==> src/rtl/fifo_param_if.sv <==
// Handshake and data bundle between a FIFO user (master) and fifo_param (slave).
// The parent keeps AW consistent with the FIFO depth.
interface fifo_param_if #(
   parameter int unsigned DATA_WIDTH = 32,
   parameter int unsigned AW         = 3
);
   logic                  wr_en;
   logic                  rd_en;
   logic [DATA_WIDTH-1:0] d_in;
   logic [DATA_WIDTH-1:0] d_out;
   logic                  full;
   logic                  empty;
   logic                  wr_ack;
   logic                  wr_err;
   logic                  rd_ack;
   logic                  rd_err;
   logic [AW:0]           data_count;

   modport master (
      output wr_en, rd_en, d_in,
      input  d_out, full, empty, wr_ack, wr_err, rd_ack, rd_err, data_count
   );

   modport slave (
      input  wr_en, rd_en, d_in,
      output d_out, full, empty, wr_ack, wr_err, rd_ack, rd_err, data_count
   );
endinterface

==> src/rtl/fifo_param.sv <==
// Parametrised synchronous FIFO: register bank with one-hot write enables, head/tail
// pointers, occupancy count, and ack/error pulses decoded from a last-operation state.
module fifo_param #(
   parameter int unsigned DATA_WIDTH = 32,
   parameter int unsigned DEPTH      = 8,
   parameter int unsigned AW         = 3
) (
   input logic          clk,
   input logic          reset,
   fifo_param_if.slave  fifo_io
);

   // Last-operation encoding; StWrRdErr covers wr&rd on empty (write taken, read refused).
   localparam logic [2:0] StIdle    = 3'd0;
   localparam logic [2:0] StWrite   = 3'd1;
   localparam logic [2:0] StRead    = 3'd2;
   localparam logic [2:0] StWrRd    = 3'd3;
   localparam logic [2:0] StWrErr   = 3'd4;
   localparam logic [2:0] StRdErr   = 3'd5;
   localparam logic [2:0] StWrRdErr = 3'd6;

   localparam logic [AW:0] CountFull = (AW+1)'(DEPTH);

   logic [2:0]            state_q, state_d;
   logic [AW-1:0]         head_q, head_d;
   logic [AW-1:0]         tail_q, tail_d;
   logic [AW:0]           count_q, count_d;
   logic [DATA_WIDTH-1:0] d_out_q, d_out_d;
   logic [DATA_WIDTH-1:0] mem_q [DEPTH];
   logic [DATA_WIDTH-1:0] mem_d [DEPTH];

   logic             full, empty;
   logic             wr_accept, rd_accept;
   logic [DEPTH-1:0] wr_sel;

   assign full  = (count_q == CountFull);
   assign empty = (count_q == '0);

   always_comb begin
      state_d   = StIdle;
      wr_accept = 1'b0;
      rd_accept = 1'b0;
      unique case ({fifo_io.wr_en, fifo_io.rd_en})
         2'b10: begin
            if (full) begin
               state_d = StWrErr;
            end else begin
               state_d   = StWrite;
               wr_accept = 1'b1;
            end
         end
         2'b01: begin
            if (empty) begin
               state_d = StRdErr;
            end else begin
               state_d   = StRead;
               rd_accept = 1'b1;
            end
         end
         2'b11: begin
            // On full the read frees the slot the write lands in, so both proceed.
            if (empty) begin
               state_d   = StWrRdErr;
               wr_accept = 1'b1;
            end else begin
               state_d   = StWrRd;
               wr_accept = 1'b1;
               rd_accept = 1'b1;
            end
         end
         default: state_d = StIdle;
      endcase
   end

   always_comb begin
      head_d  = rd_accept ? head_q + AW'(1) : head_q;
      tail_d  = wr_accept ? tail_q + AW'(1) : tail_q;
      d_out_d = rd_accept ? mem_q[head_q] : d_out_q;
      count_d = count_q;
      unique case ({wr_accept, rd_accept})
         2'b10:   count_d = count_q + (AW+1)'(1);
         2'b01:   count_d = count_q - (AW+1)'(1);
         default: count_d = count_q;
      endcase
   end

   always_comb begin
      wr_sel = wr_accept ? (DEPTH'(1) << tail_q) : '0;
      mem_d  = mem_q;
      for (int i = 0; i < DEPTH; i++) begin
         if (wr_sel[i]) begin
            mem_d[i] = fifo_io.d_in;
         end
      end
   end

   always_ff @(posedge clk) begin
      if (reset) begin
         state_q <= StIdle;
         head_q  <= '0;
         tail_q  <= '0;
         count_q <= '0;
         d_out_q <= '0;
      end else begin
         state_q <= state_d;
         head_q  <= head_d;
         tail_q  <= tail_d;
         count_q <= count_d;
         d_out_q <= d_out_d;
      end
   end

   // Bank contents are don't-care after reset, so no reset on storage.
   always_ff @(posedge clk) begin
      mem_q <= mem_d;
   end

   assign fifo_io.d_out      = d_out_q;
   assign fifo_io.full       = full;
   assign fifo_io.empty      = empty;
   assign fifo_io.data_count = count_q;
   assign fifo_io.wr_ack     = (state_q == StWrite) || (state_q == StWrRd)
                               || (state_q == StWrRdErr);
   assign fifo_io.wr_err     = (state_q == StWrErr);
   assign fifo_io.rd_ack     = (state_q == StRead) || (state_q == StWrRd);
   assign fifo_io.rd_err     = (state_q == StRdErr) || (state_q == StWrRdErr);

endmodule

==> src/flat_wrapper.sv <==
// flat-port wrapper written by rule: the top's interface ports become plain ports
module fifo_param_flat 
#(
   parameter int unsigned DATA_WIDTH = 32,
   parameter int unsigned DEPTH      = 8,
   parameter int unsigned AW         = 3
)
  (clk, reset, fifo_io_wr_en, fifo_io_rd_en, fifo_io_d_in, fifo_io_d_out, fifo_io_full, fifo_io_empty, fifo_io_wr_ack, fifo_io_wr_err, fifo_io_rd_ack, fifo_io_rd_err, fifo_io_data_count);
  fifo_param_if #(.DATA_WIDTH(DATA_WIDTH), .AW(AW)) fifo_io_i ();
  input logic clk;
  input logic reset;
  input wire logic [$bits(fifo_io_i.wr_en)-1:0] fifo_io_wr_en;
  input wire logic [$bits(fifo_io_i.rd_en)-1:0] fifo_io_rd_en;
  input wire logic [$bits(fifo_io_i.d_in)-1:0] fifo_io_d_in;
  output wire logic [$bits(fifo_io_i.d_out)-1:0] fifo_io_d_out;
  output wire logic [$bits(fifo_io_i.full)-1:0] fifo_io_full;
  output wire logic [$bits(fifo_io_i.empty)-1:0] fifo_io_empty;
  output wire logic [$bits(fifo_io_i.wr_ack)-1:0] fifo_io_wr_ack;
  output wire logic [$bits(fifo_io_i.wr_err)-1:0] fifo_io_wr_err;
  output wire logic [$bits(fifo_io_i.rd_ack)-1:0] fifo_io_rd_ack;
  output wire logic [$bits(fifo_io_i.rd_err)-1:0] fifo_io_rd_err;
  output wire logic [$bits(fifo_io_i.data_count)-1:0] fifo_io_data_count;
  assign fifo_io_i.wr_en = fifo_io_wr_en;
  assign fifo_io_i.rd_en = fifo_io_rd_en;
  assign fifo_io_i.d_in = fifo_io_d_in;
  assign fifo_io_d_out = fifo_io_i.d_out;
  assign fifo_io_full = fifo_io_i.full;
  assign fifo_io_empty = fifo_io_i.empty;
  assign fifo_io_wr_ack = fifo_io_i.wr_ack;
  assign fifo_io_wr_err = fifo_io_i.wr_err;
  assign fifo_io_rd_ack = fifo_io_i.rd_ack;
  assign fifo_io_rd_err = fifo_io_i.rd_err;
  assign fifo_io_data_count = fifo_io_i.data_count;
  fifo_param #(.DATA_WIDTH(DATA_WIDTH), .DEPTH(DEPTH), .AW(AW)) u_core (.clk(clk), .reset(reset), .fifo_io(fifo_io_i));
endmodule
==> config.mk <==
export PLATFORM = sky130hd
export DESIGN_NAME = fifo_param_flat
export DESIGN_NICKNAME = d
export VERILOG_FILES = /design/src/rtl/fifo_param_if.sv /design/src/rtl/fifo_param.sv /design/src/flat_wrapper.sv
export SDC_FILE = /design/constraint.sdc
export NUM_CORES = 1
export LEC_CHECK = 0
export ABC_AREA = 1
export CAP_MARGIN = 20
export CORE_MARGIN = 10
export CORE_UTILIZATION = 50
export CTS_CLUSTER_DIAMETER = 40
export DETAILED_ROUTE_END_ITERATION = 8
export PLACE_DENSITY = 0.65
export SYNTH_ARGS = -nofsm -noshare
export SYNTH_HDL_FRONTEND = slang
export SYNTH_SLANG_ARGS = --single-unit
==> constraint.sdc <==
create_clock -name clk -period 4.8 [get_ports clk]
set_input_delay 0.96 -clock clk [delete_from_list [all_inputs] [get_ports clk]]
set_output_delay 0.96 -clock clk [all_outputs]
set_load 0.01 [all_outputs]
==> reports/results.txt, run 1 <==
The run finished with clean final reports. Total clock sinks: 301. The number of cells in the design after placement was 1369; the post-placement setup slack was 1.25 ns.

TritonCTS built the clock tree. The first routing iteration left 515 violations. Clock-pin slew was measured on the worst setup and hold paths at 0.06 ns.

The H-tree generated during clock tree synthesis spans 2 levels. VDD sags by at most 363 µV. Class of the tightest hold or removal check: reg2reg.

The logs give 39 for the number of buffers created by CTS and 0 for the final max-slew violation count. The number of antenna repair diodes is 0. The critical path is of the reg2out type.

STA classifies the critical path endpoint as a primary output. The congestion estimate from routability-driven global placement came to 0.749. The setup-violating endpoint count in the final report was 0.

The completed layout was analyzed and its total power is 7790 µW. During I/O placement, the number of pins put on the boundary was 78. The synthesized netlist occupies a cell area of 12300 µm². STA puts the critical path data required time at 3.84 ns. The worst path uses 63.2% of the clock period. The initial antenna violation count was 0; the flip-flop and latch count after synthesis was 301. The first global-routing pass estimated 38300 µm of wire. At the pin with the least slew margin, the transition time is 0.829 ns. The longest clock path from root to sink contains 3 buffers.

The part of the Yosys area used for sequential elements was 69.6%. The post-placement cell area is 13300 µm², and the slack of the critical path is 1.77 ns. Share of async-settable or async-resettable flops after synthesis: 0%.

The count of TritonRoute iterations in the first routing pass was 5. Relative to the synthesized area, the layout overhead comes to 18.3%. Leaving out filler cells and counting taps, the final layout contains 1439. The initial utilization of the core area, before any placement, comes to 50.7%. The Yosys warning count is 0. The region available for standard cell placement spans 24300 µm². Power density normalized to cell area: 534 nW/µm². A synthesized cell averages 12.2 µm².

Maximum fanout along the worst path: 4. In the final routed layout, each cell accounts on average for 16.7 µm. Data on the critical path arrives at its endpoint at 2.07 ns.

In this run the vertical extent of the chip is 177 µm. At the end of the flow, the number of nets in the layout was 1133. Clock latency on the worst-skew pair, taken at its later pin, is 0.50 ns. The buffer type at the clock tree root is sky130_fd_sc_hd__clkbuf_16. The run gives 0 as the count of nets left with antenna violations after detail routing.

Dividing the detail-routed via count by the number of cells gives 5.18. Input and output buffers added on the ports amount to 77. The clock arrives with 0.0170 ns of skew. Entering global routing, the biggest net connects 124 pins.

The max-slew headroom at the worst pin was 44.7%. The number of nets in the synthesized netlist is 1055. Setup repair after global routing left no endpoint under its margin. In this run, post-CTS hold repair placed 0 buffers.

For the final setup TNS, the log shows 0 ns. Number of DRC violations after detailed routing: 0. The analysis attributes to cell leakage a power of 0.00533 µW. The HPWL after detailed placement is 13600 µm. The number of different library cells used by synthesis comes to 28. The logs give 15.3% for the total track usage and 31400 µm² for the area of the die. The run gives 0 as the number of setup buffers added after CTS.

The post-cts resize count was 0. The routed layout has 7452 vias. The max capacitance violation total is 0. The number of enable flip-flop cells after synthesis was 256. The minimum period implied by the final worst setup slack was 3.03 ns. The summed area of non-filler cells in the final layout was 14600 µm².

The leading register cell type out of synthesis is sky130_fd_sc_hd__edfxtp_1. The run gives 7242 as the via count of the first global-routing pass. The number of hold violations in the final report is 0, and the share of cells above drive strength 1 is 9.51%.

The die span in x is 177 µm. Number of placement rows: 57. The fill cell instance count of the final layout is 1850, and the post-synthesis cell count is 1009. Sort of element at the start of the critical path: a flop. For this block, the routed nets add up to 24000 µm of wire.

The total overflow left after global routing is 0. For this run, the top clock speed supported by timing is 330 MHz.
-- placed cells by master (no fill, tap or decap), drive strengths merged --
cell / n
edfxtp: 256
nand2: 170
inv: 157
o211ai: 124
clkdlybuf4s50: 77
nand3: 72
clkbuf: 51
a21oi: 48
o21ai: 47
dfxtp: 45
buf: 22
ha: 10
nor2: 10
clkinv: 8
nor3: 6
clkinvlp: 4
bufinv: 3
xnor2: 2
nor4: 1
nand4: 1
xor2: 1
-- cell families (layout without fill, tap and decap cells) --
kind of cell    after synthesis  after routing  share of synthesized area, %
flops                       301            301                          69.6
simple gates                260            260                          8.96
compound gates              219            219                          11.7
buf+inv                     216            322                          8.50
fa+ha+maj                    10             10                          1.01
xor+xnor                      3              3                         0.213
-- final timing paths --
kind / cells after the start / startpoint / to / slack, ns
worst max-delay path: 3 / u_core.fifo_io.data_count[3] / fifo_io_full / 1.77
worst min-delay path: 2 / u_core.fifo_io.d_out[9] / u_core.fifo_io.d_out[9] / 0.52
worst max register to register: 12 / u_core.fifo_io.data_count[0] / u_core.fifo_io.data_count[2] / 2.32
worst min register to register: 2 / u_core.fifo_io.d_out[9] / u_core.fifo_io.d_out[9] / 0.52
-- critical path, stage by stage, from the launching register on --
cell and delay [ns]:
sky130_fd_sc_hd__dfxtp_1 0.42, sky130_fd_sc_hd__inv_1 0.13, sky130_fd_sc_hd__nor4_1 0.39, sky130_fd_sc_hd__clkdlybuf4s50_1 0.62
-- flip-flops by register name (all words and copies together), names as in the netlist --
signal and count:
u_core.head_q 3, u_core.tail_q 3, u_core.fifo_io.d_out 32, u_core.fifo_io.data_count 4
u_core.mem_q 256, u_core.state_q 3
-- cell type report --
type | count | area (µm²) | area share (%)
clock buffer | 51 | 1090 | 7.49
clock inverter | 18 | 211 | 1.45
timing repair buffer | 99 | 968 | 6.63
sequential | 301 | 8590 | 58.9
tap | 324 | 405 | 2.78
multi-input combinational | 492 | 2750 | 18.8
inverter | 154 | 581 | 3.98
-- layer usage --
metal | up-vias | GRT usage, % | wire (µm)
li1 | 3719 | - | -
met1 | 3539 | 20.0 | 10800
met2 | 156 | 25.0 | 11400
met3 | 38 | 3.31 | 1340
met4 | 0 | 4.45 | 404
met5 | - | 0 | 0
-- Yosys cell counts, types with 10 or more instances --
cell | number | share of area, %
sky130_fd_sc_hd__a21oi_1 | 38 | 1.5
sky130_fd_sc_hd__a21oi_2 | 10 | 0.71
sky130_fd_sc_hd__o211ai_1 | 124 | 7.5
sky130_fd_sc_hd__nand3_1 | 71 | 2.9
sky130_fd_sc_hd__ha_1 | 10 | 1.0
sky130_fd_sc_hd__dfxtp_1 | 45 | 7.3
sky130_fd_sc_hd__o21ai_1 | 16 | 0.65
sky130_fd_sc_hd__buf_6 | 24 | 2.2
sky130_fd_sc_hd__edfxtp_1 | 256 | 62
sky130_fd_sc_hd__inv_1 | 152 | 4.6
sky130_fd_sc_hd__o21ai_0 | 31 | 1.3
sky130_fd_sc_hd__clkbuf_1 | 11 | 0.33
sky130_fd_sc_hd__nand2_1 | 169 | 5.1
sky130_fd_sc_hd__buf_2 | 17 | 0.69
-- metrics by stage --
stage	utilization (%)	hold slack [ns]
detailed placement	54.6	0.510
floorplan	-	0.490
global placement	54.6	0.509
CTS	59.9	0.524
global route	60.0	0.533
finish	60.0	0.522
-- where the power goes --
part	switching, µW	internal [µW]	total, µW
registers	143	3080	3230
clock network	1050	1780	2840
logic	1040	690	1730
total	2240	5560	7790
No activity file was read; power rests on OpenSTA's default activity.
==> run 2: changes to the inputs <==
==> constraint.sdc (replaced) <==
create_clock -name clk -period 2.8 [get_ports clk]
set_input_delay 0.56 -clock clk [delete_from_list [all_inputs] [get_ports clk]]
set_output_delay 0.56 -clock clk [all_outputs]
set_load 0.01 [all_outputs]
==> reports/results.txt, run 2 (synthesis results as in run 1) <==
The run gives 0.0153 ns (-0.00170 ns) as the setup clock skew after layout. STA classifies the critical path startpoint as a flop. Number of setup buffers added after CTS: 0 (unchanged). For the residual overflow from global routing, the log shows 0 (unchanged). The run gives 2.04 ns (-0.03 ns) as the arrival time of data at the critical path endpoint. The library cell used most frequently in the layout, excluding fill and tap cells, is sky130_fd_sc_hd__edfxtp_1. The worst register-to-register path ends at u_core.fifo_io.data_count[2].

Static timing analysis puts the maximum clock frequency at 385 MHz. The number of DRC violations after detailed routing was 0 (unchanged). Largest voltage drop on the vdd net: 496 µV (+36%). The tools report the global placement routability congestion as 0.764 (+2.0%).

The routed via count divided by cell count works out to 5.27 (+1.8%). For the finished layout, the period the worst path requires is 2.60 ns. The tools report the worst min-delay path startpoint as u_core.fifo_io.d_out[26]. The estimated wirelength of the detail-placed design is 13600 µm (-0.32%), and the final max-slew violation count is 0 (unchanged). The top cell types in the final layout, fill and taps aside, are 256 x sky130_fd_sc_hd__edfxtp_1, 169 x sky130_fd_sc_hd__nand2_1, 152 x sky130_fd_sc_hd__inv_1, 124 x sky130_fd_sc_hd__o211ai_1, 77 x sky130_fd_sc_hd__clkdlybuf4s50_1.

Setup repair after global routing left no endpoint under its margin. The tools report the overall power consumption as 13100 µW (+68%). The run gives 57 (unchanged) as the number of placement rows. The logs give 5 (unchanged) for the count of TritonRoute iterations in the first routing pass and 0.91 ns (-1.41 ns) for the reg-to-reg setup timing slack.

The run gives 0.519 ns (-0.00335 ns) as the worst hold slack. The average detailed-routed wire length per instance was 17.5 µm (+5.2%). The logs give 0 (unchanged) for the number of antenna repair diodes and 1370 (+0.073%) for the number of cells in the design after placement.

The initial core utilization was 50.7% (unchanged). Total via count in the routed design: 7578 (+1.7%). STA classifies the critical path endpoint as a primary output.

The via count of the first global-routing pass was 7348 (+1.5%); the post-cts resize count was 0 (unchanged). The global-route wire length before repair was 40000 µm (+4.6%); the post-placement setup slack was 0.294 ns (-0.959 ns). The y dimension of the die came out at 177 µm (unchanged).

The number of hold-repair buffers added at the cts stage was 0 (unchanged); the number of flip-flops in the largest register was 256 (unchanged). For the placeable core area, the log shows 24300 µm² (unchanged). The worst register-to-register path begins at u_core.fifo_io.data_count[0]. The min-delay analysis places its worst path in the category reg2reg.

The count of routing violations after the opening detailed-route iteration was 644 (+25%). The total track usage was 16.1% (+0.86 points). The die span in x is 177 µm (unchanged). TritonCTS built the clock tree.

The number of cells traversed by the worst register-to-register path was 13 (+1); the share of the clock period used by the worst path after layout was 92.7%. The logs give 37 (-5.1%) for the number of buffers created by CTS and 0 ns (unchanged) for the final setup TNS. Hold path endpoint: u_core.fifo_io.d_out[26]. The I/O pin count is 78 (unchanged), and the clock latency on the worst-skew pair is 0.52 ns (+0.02 ns). In this run the clock root is driven by a sky130_fd_sc_hd__clkbuf_16.

The worst setup path is of the reg2out kind. The number of buffers inserted by port buffering is 77 (unchanged), and the number of hold violations in the final report is 0 (unchanged). For the count of nets left with antenna violations after detail routing, the log shows 0 (unchanged).

The transition time at the pin with the least slew margin came out at 0.895 ns (+0.0665 ns). The flow ran to the end, and the final reports show no timing, DRC or antenna violations. The tools report the max-slew headroom at the worst pin as 40.3% (-4.4 points). The fill cell instance count of the final layout came out at 1870 (+1.1%). The logs give 1437 (-0.14%) for the non-filler instance count after layout and 1131 (-0.18%) for the number of nets in the finished design. Clock tree buffer depth: 3 (unchanged). The maximum fanout along the worst path came out at 4 (unchanged).

For the critical path data required time, the log shows 2.24 ns (-1.60 ns). The register clock-pin slew on the reported worst setup and hold paths came out at 0.06 ns (about the same). Register with the highest flop count: u_core.mem_q.

The initial antenna violation count was 0 (unchanged); the leakage power figure was 0.00529 µW (-0.73%). The share of cells above drive strength 1 is 9.70% (+0.20 points), and the total number of H-tree levels is 2 (unchanged). The setup-violating endpoint count in the final report came out at 0 (unchanged).

For the max capacitance violation total, the log shows 0 (unchanged). The final routed wirelength across all metal layers came out at 25200 µm (+5.1%). Power density normalized to cell area: 899 nW/µm² (+68%). The tools report the slack of the critical path as 0.204 ns (-1.56 ns).

The worst hold path stage count is 2 (unchanged). The run gives 107 (-14%) as the largest net degree at the start of global routing. For the area of the die, the log shows 31400 µm² (unchanged). The total clock sinks is 301 (unchanged). The area growth from synthesis to layout is 17.9%.
[run 2: changes by cell type in the layout (fill, tap and decap cells not counted)]
| cell | before | now |
|---|---|---|
| sky130_fd_sc_hd__clkbuf_1 | 7 | 5 |
| sky130_fd_sc_hd__clkinv_4 | 1 | 2 |
| sky130_fd_sc_hd__clkbuf_16 | 41 | 39 |
| sky130_fd_sc_hd__buf_4 | 20 | 14 |
| sky130_fd_sc_hd__clkinvlp_4 | 4 | 5 |
| sky130_fd_sc_hd__clkinv_1 | 3 | 1 |
| sky130_fd_sc_hd__clkinv_8 | 2 | 0 |
| sky130_fd_sc_hd__clkinv_2 | 2 | 6 |
| sky130_fd_sc_hd__buf_16 | 1 | 0 |
| sky130_fd_sc_hd__clkbuf_8 | 3 | 0 |
| sky130_fd_sc_hd__buf_12 | 1 | 8 |
| sky130_fd_sc_hd__inv_6 | 2 | 7 |
| sky130_fd_sc_hd__bufinv_16 | 3 | 1 |
[run 2: how the worst max path moves through the flow]
| stage | start | end | cells after the start |
|---|---|---|---|
| 2_1_floorplan | fifo_io_rd_en | u_core.mem_q[100] | 5 |
| 3_3_place_gp | fifo_io_rd_en | u_core.fifo_io.data_count[2] | 13 |
| 3_5_place_dp | fifo_io_rd_en | u_core.fifo_io.data_count[2] | 13 |
| 4_1_cts | u_core.fifo_io.data_count[3] | fifo_io_full | 3 |
| 5_1_grt | u_core.fifo_io.data_count[3] | fifo_io_full | 3 |
| 6_report | u_core.fifo_io.data_count[3] | fifo_io_full | 3 |
[run 2: layout make-up]
type / count / area (µm²) / area share, %
Tap cell: 324 / 405 / 2.79
Clock inverter: 23 / 191 / 1.32
Clock buffer: 44 / 995 / 6.84
Multi-Input combinational cell: 492 / 2750 / 18.9
Inverter: 154 / 581 / 3.99
Timing Repair Buffer: 99 / 1040 / 7.12
Sequential cell: 301 / 8590 / 59.1
[run 2: critical path, stage by stage, from the launching register on]
cell,delay [ns]
sky130_fd_sc_hd__dfxtp_1,0.41
sky130_fd_sc_hd__inv_1,0.13
sky130_fd_sc_hd__nor4_1,0.37
sky130_fd_sc_hd__clkdlybuf4s50_1,0.62
[run 2: where the power goes]
| part | internal (µW) | switching (µW) |
|---|---|---|
| Sequential | 5280 | 257 |
| Clock | 2680 | 1870 |
| Combinational | 1200 | 1800 |
| Total | 9160 | 3920 |
[run 2: per-stage QoR]
stage / util, % / cell area, µm²
2_1_floorplan: - / 12300
3_3_place_gp: 54.9 / 13400
3_5_place_dp: 54.9 / 13400
4_1_cts: 59.8 / 14500
5_1_grt: 59.8 / 14500
6_report: 59.8 / 14500
[run 2: routing by layer]
| metal | GRT usage [%] | wire (µm) | up-vias |
|---|---|---|---|
| met5 | 0 | 0 | - |
| met4 | 5.11 | 518 | 0 |
| met3 | 3.20 | 1560 | 43 |
| met2 | 25.9 | 11900 | 203 |
| met1 | 21.6 | 11300 | 3627 |
| li1 | - | - | 3705 |
